### src/rtl/fm_add_rd_seq.sv
// fm_add_rd_seq -- read sequencer for the feature-map-add BRAM pair.
//
// On an accepted start the block reads bank0 (operand A) and bank1 (operand B)
// at the same address, walking start_addr upward with wrap at BRAM_DEPTH-1,
// adds the two words lane by lane and streams the sums out on a valid/ready
// port through a 2-entry output FIFO. Reads are only issued when every read
// already in flight is guaranteed a slot, so backpressure never drops data.
//
// Ports
//   clk, rst_n                 clock, asynchronous active-low reset
//   start, start_addr, len     command (sampled only in IDLE; len clamped to BRAM_DEPTH)
//   busy, done                 command status; done is a 1-cycle pulse
//   bram0_en/addr/dout         bank0 read port (data 1 cycle after en)
//   bram1_en/addr/dout         bank1 read port (en/addr mirror bank0)
//   m_valid, m_ready           output handshake
//   m_data, m_last             lane-wise A+B, final-beat marker
//
// Configuration
//   FM_ADD_SAT_EN  defined: signed saturating lane add with one extra register
//                  stage (first m_valid 3 cycles after first read).
//                  undefined: wrap-around lane add.
module fm_add_rd_seq #(
   parameter int BRAM_DATA_WIDTH = 64,
   parameter int BRAM_DEPTH      = 64,
   parameter int BRAM_ADDR_WIDTH = $clog2(BRAM_DEPTH),
   parameter int LANE_WIDTH      = 16
) (
   input  logic                       clk,
   input  logic                       rst_n,
   input  logic                       start,
   input  logic [BRAM_ADDR_WIDTH-1:0] start_addr,
   input  logic [BRAM_ADDR_WIDTH:0]   len,
   output logic                       busy,
   output logic                       done,
   output logic                       bram0_en,
   output logic [BRAM_ADDR_WIDTH-1:0] bram0_addr,
   input  logic [BRAM_DATA_WIDTH-1:0] bram0_dout,
   output logic                       bram1_en,
   output logic [BRAM_ADDR_WIDTH-1:0] bram1_addr,
   input  logic [BRAM_DATA_WIDTH-1:0] bram1_dout,
   output logic                       m_valid,
   input  logic                       m_ready,
   output logic [BRAM_DATA_WIDTH-1:0] m_data,
   output logic                       m_last
);

   localparam int NUM_LANES = BRAM_DATA_WIDTH / LANE_WIDTH;
   localparam int LEN_W     = BRAM_ADDR_WIDTH + 1;
   localparam logic [LEN_W-1:0]           DEPTH_LEN = LEN_W'(BRAM_DEPTH);
   localparam logic [BRAM_ADDR_WIDTH-1:0] LAST_ADDR = BRAM_ADDR_WIDTH'(BRAM_DEPTH - 1);
`ifdef FM_ADD_SAT_EN
   // FIFO slots plus the saturation register, which can hold a beat under stall.
   localparam logic [2:0] CAPACITY = 3'd3;
`else
   localparam logic [2:0] CAPACITY = 3'd2;
`endif

   typedef enum logic [1:0] {S_IDLE, S_RUN, S_DRAIN, S_DONE} state_t;

   function automatic logic [BRAM_DATA_WIDTH-1:0] lane_add(
      input logic [BRAM_DATA_WIDTH-1:0] a,
      input logic [BRAM_DATA_WIDTH-1:0] b
   );
      logic [BRAM_DATA_WIDTH-1:0] r;
      logic [LANE_WIDTH-1:0]      la;
      logic [LANE_WIDTH-1:0]      lb;
`ifdef FM_ADD_SAT_EN
      logic [LANE_WIDTH:0]        s;
`endif
      r = '0;
      for (int i = 0; i < NUM_LANES; i++) begin
         la = a[i*LANE_WIDTH +: LANE_WIDTH];
         lb = b[i*LANE_WIDTH +: LANE_WIDTH];
`ifdef FM_ADD_SAT_EN
         s = {la[LANE_WIDTH-1], la} + {lb[LANE_WIDTH-1], lb};
         // The two top bits disagree only when the true sum left the lane range.
         if (s[LANE_WIDTH] != s[LANE_WIDTH-1])
            r[i*LANE_WIDTH +: LANE_WIDTH] = s[LANE_WIDTH] ? {1'b1, {(LANE_WIDTH-1){1'b0}}}
                                                          : {1'b0, {(LANE_WIDTH-1){1'b1}}};
         else
            r[i*LANE_WIDTH +: LANE_WIDTH] = s[LANE_WIDTH-1:0];
`else
         r[i*LANE_WIDTH +: LANE_WIDTH] = la + lb;
`endif
      end
      return r;
   endfunction

   state_t                     state_q, state_d;
   logic [BRAM_ADDR_WIDTH-1:0] addr_q, addr_d;
   logic [LEN_W-1:0]           rd_left_q, rd_left_d;
   logic                       busy_q, busy_d;
   logic                       done_q, done_d;
   logic                       rd_vld_q, rd_vld_d;
   logic                       rd_last_q, rd_last_d;
`ifdef FM_ADD_SAT_EN
   logic                       sat_vld_q, sat_vld_d;
   logic                       sat_last_q, sat_last_d;
   logic [BRAM_DATA_WIDTH-1:0] sat_data_q, sat_data_d;
`endif
   logic [BRAM_DATA_WIDTH-1:0] fifo_data_q [2];
   logic [BRAM_DATA_WIDTH-1:0] fifo_data_d [2];
   logic [1:0]                 fifo_last_q, fifo_last_d;
   logic                       wr_ptr_q, wr_ptr_d;
   logic                       rd_ptr_q, rd_ptr_d;
   logic [1:0]                 count_q, count_d;

   logic                       issue, push, pop, push_last;
   logic [BRAM_DATA_WIDTH-1:0] push_data;
   logic [2:0]                 occupancy;

   // Datapath: credit check, capture/sum stage, FIFO bookkeeping.
   always_comb begin
      // NOTE: every signal written here gets a default first so no latch is inferred.
      pop = (count_q != 2'd0) && m_ready;
`ifdef FM_ADD_SAT_EN
      push      = sat_vld_q && ((count_q != 2'd2) || pop);
      push_data = sat_data_q;
      push_last = sat_last_q;
      occupancy = 3'(count_q) + 3'(sat_vld_q) + 3'(rd_vld_q);
`else
      push      = rd_vld_q;
      push_data = lane_add(bram0_dout, bram1_dout);
      push_last = rd_last_q;
      occupancy = 3'(count_q) + 3'(rd_vld_q);
`endif
      // A slot being popped this cycle is already free for the next read.
      issue = (state_q == S_RUN) && (occupancy < (CAPACITY + 3'(pop)));

      rd_vld_d  = issue;
      rd_last_d = issue && (rd_left_q == LEN_W'(1));
`ifdef FM_ADD_SAT_EN
      sat_vld_d  = rd_vld_q | (sat_vld_q & ~push);
      sat_data_d = rd_vld_q ? lane_add(bram0_dout, bram1_dout) : sat_data_q;
      sat_last_d = rd_vld_q ? rd_last_q : sat_last_q;
`endif
      fifo_data_d = fifo_data_q;
      fifo_last_d = fifo_last_q;
      wr_ptr_d    = wr_ptr_q;
      rd_ptr_d    = rd_ptr_q;
      if (push) begin
         fifo_data_d[wr_ptr_q] = push_data;
         fifo_last_d[wr_ptr_q] = push_last;
         wr_ptr_d              = ~wr_ptr_q;
      end
      if (pop) rd_ptr_d = ~rd_ptr_q;
      count_d = count_q + 2'(push) - 2'(pop);
   end

   // Command FSM and read address generation.
   always_comb begin
      state_d   = state_q;
      addr_d    = addr_q;
      rd_left_d = rd_left_q;
      unique case (state_q)
         S_IDLE: if (start) begin
            addr_d    = start_addr;
            rd_left_d = (len > DEPTH_LEN) ? DEPTH_LEN : len;
            state_d   = (len == '0) ? S_DONE : S_RUN;
         end
         S_RUN: if (issue) begin
            addr_d    = (addr_q == LAST_ADDR) ? '0 : addr_q + 1'b1;
            rd_left_d = rd_left_q - 1'b1;
            if (rd_left_q == LEN_W'(1)) state_d = S_DRAIN;
         end
         S_DRAIN: if (m_valid && m_ready && m_last) state_d = S_DONE;
         S_DONE:  state_d = S_IDLE;
         default: state_d = S_IDLE;
      endcase
      busy_d = (state_d != S_IDLE);
      done_d = (state_d == S_DONE);
   end

   always_ff @(posedge clk or negedge rst_n) begin
      if (!rst_n) begin
         state_q     <= S_IDLE;
         addr_q      <= '0;
         rd_left_q   <= '0;
         busy_q      <= 1'b0;
         done_q      <= 1'b0;
         rd_vld_q    <= 1'b0;
         rd_last_q   <= 1'b0;
`ifdef FM_ADD_SAT_EN
         sat_vld_q   <= 1'b0;
         sat_last_q  <= 1'b0;
         sat_data_q  <= '0;
`endif
         // NOTE: the two FIFO words are reset because the head drives m_data,
         // which must read zero out of reset; larger memories would not be.
         fifo_data_q <= '{default: '0};
         fifo_last_q <= '0;
         wr_ptr_q    <= 1'b0;
         rd_ptr_q    <= 1'b0;
         count_q     <= '0;
      end else begin
         // NOTE: non-blocking so every register samples the pre-edge values.
         state_q     <= state_d;
         addr_q      <= addr_d;
         rd_left_q   <= rd_left_d;
         busy_q      <= busy_d;
         done_q      <= done_d;
         rd_vld_q    <= rd_vld_d;
         rd_last_q   <= rd_last_d;
`ifdef FM_ADD_SAT_EN
         sat_vld_q   <= sat_vld_d;
         sat_last_q  <= sat_last_d;
         sat_data_q  <= sat_data_d;
`endif
         fifo_data_q <= fifo_data_d;
         fifo_last_q <= fifo_last_d;
         wr_ptr_q    <= wr_ptr_d;
         rd_ptr_q    <= rd_ptr_d;
         count_q     <= count_d;
      end
   end

   assign busy       = busy_q;
   assign done       = done_q;
   assign bram0_en   = issue;
   assign bram1_en   = issue;
   assign bram0_addr = addr_q;
   assign bram1_addr = addr_q;
   assign m_valid    = (count_q != 2'd0);
   assign m_data     = fifo_data_q[rd_ptr_q];
   assign m_last     = m_valid & fifo_last_q[rd_ptr_q];

endmodule

### config.mk
export PLATFORM = sky130hd
export DESIGN_NAME = fm_add_rd_seq
export DESIGN_NICKNAME = d
export VERILOG_FILES = /design/src/rtl/fm_add_rd_seq.sv
export SDC_FILE = /design/constraint.sdc
export NUM_CORES = 1
export LEC_CHECK = 0
export BUFFER_PORTS_ARGS = -buffer_cell sky130_fd_sc_hd__buf_2
export CAP_MARGIN = 10
export CORE_MARGIN = 4
export CORE_UTILIZATION = 45
export CTS_BUF_LIST = sky130_fd_sc_hd__clkbuf_16
export DETAILED_ROUTE_END_ITERATION = 8
export GPL_TIMING_DRIVEN = 0
export PLACE_DENSITY = 0.69
export SYNTH_ARGS = -nofsm -noshare
export SYNTH_HDL_FRONTEND = slang
export SYNTH_SLANG_ARGS = --single-unit
### constraint.sdc
create_clock -name clk -period 3.7 [get_ports clk]
set_clock_uncertainty 0.15 [all_clocks]
set_input_delay 0.925 -clock clk [delete_from_list [all_inputs] [get_ports clk]]
set_output_delay 0.925 -clock clk [all_outputs]
set_load 0.005 [all_outputs]
==> Word level (Yosys, flattened, before mapping) <==
Cells that the tools add are included.
{ "totals": {"register_bits": 153, "elab_cells": 81} }
{ "classes": {"addsub": 10, "order_cmp": 8, "eq_ne": 8, "mux": 25, "bitwise": 5, "n_reduce_logical": 12} }
{ "op_table": {"columns": ["operator", "n"], "rows": [
  ["$mux 64", 4],
  ["$bwmux 128", 1],
  ["$add 16x16->16", 4],
  ["$demux 64 s1", 1],
  ["$mux 7", 3],
  ["$mux 6", 3],
  ["$pmux 7 s2", 1],
  ["$pmux 6 s2", 1],
  ["$mux 2", 5],
  ["$pmux 2 s4", 1],
  ["$eq 7x1->1 const B", 1],
  ["$gt 7x7->1 const B", 1],
  ["$logic_not 7->1", 1],
  ["$sub 7x1->7 const B", 1],
  ["$add 6x1->6 const B", 1],
  ["$eq 2x2->1 const B", 3],
  ["$eq 6x6->1 const B", 1],
  ["$logic_and 1x1->1", 6],
  ["$reduce_bool 2->1", 3],
  ["$ge 2x2->1 const B", 2],
  ["$lt 1x2->1 const B", 2],
  ["$ne 2x2->1 const B", 2],
  ["$not 1->2", 2],
  ["$add 2x1->3", 1],
  ["14 further kinds", 17]
]} }

==> Longest topological paths before layout <==
{ "logic_depth": {"word_depth": 8, "depth_mapped": 9, "ltp_nobuf": 9} }

==> Worst setup path before layout <==
OpenSTA, ideal clock, no wires.
{ "synth_timing": {"path_kind": "input-to-reg", "startpoint": "input port bram0_dout[32]", "endpoint": "register fifo_data_q[110] in the netlist's numbering", "setup_ns": 0.133, "arrival_time_ns": 2.796, "path_slack_ns": 0.621, "stages": 8, "cell_sequence": "ha_1 > fa_1 > a21o_1 > a221oi_2 > o21ai_0 > a2111oi_2 > xor2_1 > o21ai_0"} }
{ "synth_via": {"elab_chain_cells": 2} }
{ "synth_rtl": {"columns": ["item", "line_no", "rtl"], "rows": [
  ["start: declaration", "37", "input logic [BRAM_DATA_WIDTH-1:0] bram0_dout,"],
  ["$add 16x16->16", "83", "r[i*LANE_WIDTH +: LANE_WIDTH] = la + lb;"],
  ["$bwmux 128", "142", "fifo_data_d[wr_ptr_q] = push_data;"],
  ["end signal: assignment", "209", "fifo_data_q <= fifo_data_d;"],
  ["end: declaration", "101", "logic [BRAM_DATA_WIDTH-1:0] fifo_data_q [2];"]
]} }
No other way between the ends.
A chain may end at the register's enable or synchronous reset.

==> Worst setup path after layout <==
{ "layout_timing": {"startpoint": "register rd_ptr_q", "endpoint": "output port m_data[37]"} }
{ "layout_via": {"elab_chain_cells": 4} }
{ "layout_rtl": {"columns": ["item", "line_no", "rtl"], "rows": [
  ["start: declaration", "105", "logic rd_ptr_q, rd_ptr_d;"],
  ["start signal: assignment", "212", "rd_ptr_q <= rd_ptr_d;"],
  ["$not 1->2 (implied by the code)", "224", "assign m_data = fifo_data_q[rd_ptr_q];"],
  ["$mux 64 (implied by the code) (3 in a row)", "224", null],
  ["end: declaration", "43", "output logic [BRAM_DATA_WIDTH-1:0] m_data,"]
]} }
No other way between the ends. The select of a mux whose other input is x is not followed.

==> results.cfg <==
[synthesis]
synth_ff_type = dfrtp_1
synth-edff-count = 0
synth_warnings = 0
async_reset_ff_frac = 1.00
synth_nets = 1273
synthCells = 1057
syn_area_sq_um = 9630
ys_seq_area_frac = 0.397
ys_seq_elements = 153
syn_avg_cell_area_sq_um = 9.11
synth_cell_type_count = 58

[sta]
slew_headroom = 0.496
layout_setup_ws_ns = 0.174
tightest_slew_ns = 0.756
timing.final.crit_period_ns = 3.53
timing.fmax_mhz = 284
slew_viol_final = 0
setup_viol = 0
rsz0062_at_grt = false
final-hold-violation-count = 0
min_period_over_period = 0.953

[cts]
htree_levels = 4
cts_hold_buf = 0
cts_resized = 0
post-cts-setup-buffer-count = 0
clkTransAtPathRegs_ns = 0.06
cts_made_buffers = 17
clockBufferDepth = 2
clock_sinks = 153
tritoncts = done
worstSkewPairLatency_ns = 0.42
root_buffer = clkbuf_16

[place]
dpl_cell_area_sq_um = 11100
hpwl_um = 19300
io_buffers = 226
post-place-ws_ns = 0.244
gp_congestion = 0.862

[die]
die_area_sq_um = 23800
coreArea_sq_um = 21000
die_h_um = 154
floorplan.initialDensity = 0.458
die_w_um = 154
ios = 227
row_count = 53

[global_route]
gr-usage-met3 = 0.0487
grt_use_met2 = 0.349
grt_pass1_vias = 8473
grt-busiest-layer = met2
track_usage = 0.212
antenna_found_initial = 0
use_met1 = 0.286
grt.overflow.total = 0
grt_first_pass_wirelength_um = 41600
grt_max_degree = 80

[worst_hold_path]
hold_path_class = reg2reg

[power_and_ir_drop]
p_leak_nw = 5.73
p_switching_mw = 3.64
p_per_area_nw_per_um2 = 773
clockPowerShare = 0.192
vdd_drop_max_v = 0.000505
p_comb_frac = 0.482
p_sw_frac = 0.401
seq_power_share = 0.326
power.total_mw = 9.07
intPower_mw = 5.43

[finish]
nets = 1519
area_growth_pct = 21.8
final_area_sq_um = 11700
diodes = 0
final_core_util = 0.558
drive_above_1_share = 0.258

[worst_setup_path]
worstSetupStartpointType = flop
worst_ep_arrival_time_ns = 2.45
slowest_delay_ns = 0.55
worstPathCellList = buf_1 -> clkbuf_1 -> mux2_2 -> buf_2
cp_top_family = buffers and inverters
critPathBufInv = 3
worstSetupPathType = reg2out
critPathSlowestCell = buf_1
cp-end-kind = primary output
critPathRequiredTime_ns = 2.62
critical_path_peak_fanout = 10

[route]
routed_wl_um = 25500
routed_via_density = 5.37
drc = 0
ant_nets = 0
wl_per_cell_um = 16.0
first_pass_iters = 5
drtIter0Drc = 337
vias = 8543

[run_status]
outcome = finished, final reports clean

[run]
max_cap_violations = 0
-- area by class of cell --
type | count | area (sq um)
plain buffers | 53 | 226
clock buffers | 17 | 425
clock inverters | 15 | 165
fillers | 1938 | 9290
inverters | 26 | 97.6
multi-input cells | 825 | 5480
flip-flops and latches | 153 | 3830
well taps | 275 | 344
repair buffers | 227 | 1160
-- worst min-delay path: stages (launching register included) --
cell and delay [ns]:
dfrtp_1 0.34, nand2_1 0.05, nand2_1 0.05
-- synth_stat cells (all sizes together) (14+ instances only) --
| library cell | instances | area share |
|---|---|---|
| nand2 | 188 | 0.073 |
| dfrtp | 153 | 0.40 |
| o21ai | 145 | 0.076 |
| ha | 67 | 0.087 |
| mux2 | 66 | 0.077 |
| a21oi | 54 | 0.028 |
| nor2 | 47 | 0.018 |
| clkbuf | 41 | 0.016 |
| xnor2 | 29 | 0.026 |
| xor2 | 27 | 0.025 |
| inv | 26 | 0.010 |
| a21o | 25 | 0.019 |
| nor3 | 17 | 0.0088 |
| nand3 | 16 | 0.0083 |
| o21a | 14 | 0.011 |
-- power by group through the flow --
stage | Clock (mW) | Combinational [mW] | Sequential (mW)
floorplan | 0 | 2.81 | 2.85
global placement | 0 | 4.32 | 2.94
global route | 1.86 | 4.91 | 3.06
CTS | 1.77 | 4.43 | 2.96
finish | 1.74 | 4.37 | 2.96
detailed placement | 0 | 4.40 | 2.98
-- registers in the layout, indices dropped and copies added, names as in the netlist --
| register | cells |
|---|---|
| push | 1 |
| rd_left_q | 7 |
| count_q | 2 |
| state_q | 2 |
| wr_ptr_q | 1 |
| push_last | 1 |
| busy | 1 |
| bram0_addr | 6 |
| done | 1 |
| fifo_data_q | 128 |
| fifo_last_q | 2 |
| rd_ptr_q | 1 |
-- cell families after synthesis --
group	count (synthesis)	share of synthesized area
multiplexers	70	0.0813
buffers and inverters	79	0.0335
adder cells (fa/ha/maj)	71	0.0953
XOR/XNOR	56	0.0509
AND/OR/NAND/NOR	319	0.145
AO/OA/AOI/OAI	309	0.197
flip-flops	153	0.397
-- worst paths after layout --
| kind | to | from | slack (ns) | cells after the start |
|---|---|---|---|---|
| setup / recovery | m_data[37] | rd_ptr_q$_DFFE_PN0P_ | 0.17 | 4 |
| hold / removal | fifo_last_q[1]$_DFFE_PN0P_ | push_last$_DFF_PN0_ | 0.32 | 2 |
| setup reg to reg | fifo_data_q[26]$_DFFE_PN0P_ | push$_DFF_PN0_ | 1.04 | 6 |
| hold reg to reg | fifo_last_q[1]$_DFFE_PN0P_ | push_last$_DFF_PN0_ | 0.32 | 2 |
| max in group asynchronous | fifo_data_q[76]$_DFFE_PN0P_ | rst_n | 2.17 | 2 |
| min in group asynchronous | fifo_data_q[39]$_DFFE_PN0P_ | rst_n | 0.36 | 1 |
-- layout by cell type (no fill, tap or decap), types with 9 or more instances in the layout --
cell type / synthesis / routed
nor2b_1: 9 / 9
mux2_2: 66 / 66
nand2_1: 188 / 188
clkbuf_1: 41 / 40
xnor2_1: 29 / 29
a21oi_1: 54 / 54
ha_1: 67 / 67
inv_1: 26 / 26
nand3_1: 16 / 16
a21o_1: 25 / 25
xor2_1: 27 / 27
dfrtp_1: 153 / 153
nor2_1: 47 / 47
o21ai_0: 144 / 144
nor3_1: 17 / 17
a211oi_1: 11 / 11
nand2b_1: 11 / 11
o21a_1: 14 / 14
and3_1: 9 / 9
buf_2: 0 / 225
clkbuf_16: 0 / 17
-- through the flow --
step | TNS [ns] | hold WS, ns | cells
6_report | 0 | 0.316 | 1591
5_1_grt | 0 | 0.327 | 1591
4_1_cts | 0 | 0.320 | 1591
3_5_place_dp | 0 | 0.306 | 1559
3_3_place_gp | -110.53 | 0.303 | 1558
2_1_floorplan | 0 | 0.289 | 1057
-- routing by layer --
layer	vias up	routed length, um
li1	4236	-
met1	4053	11400
met2	234	12300
met3	20	1560
met4	0	264
met5	-	0
No activity file was read; power rests on OpenSTA's default activity.
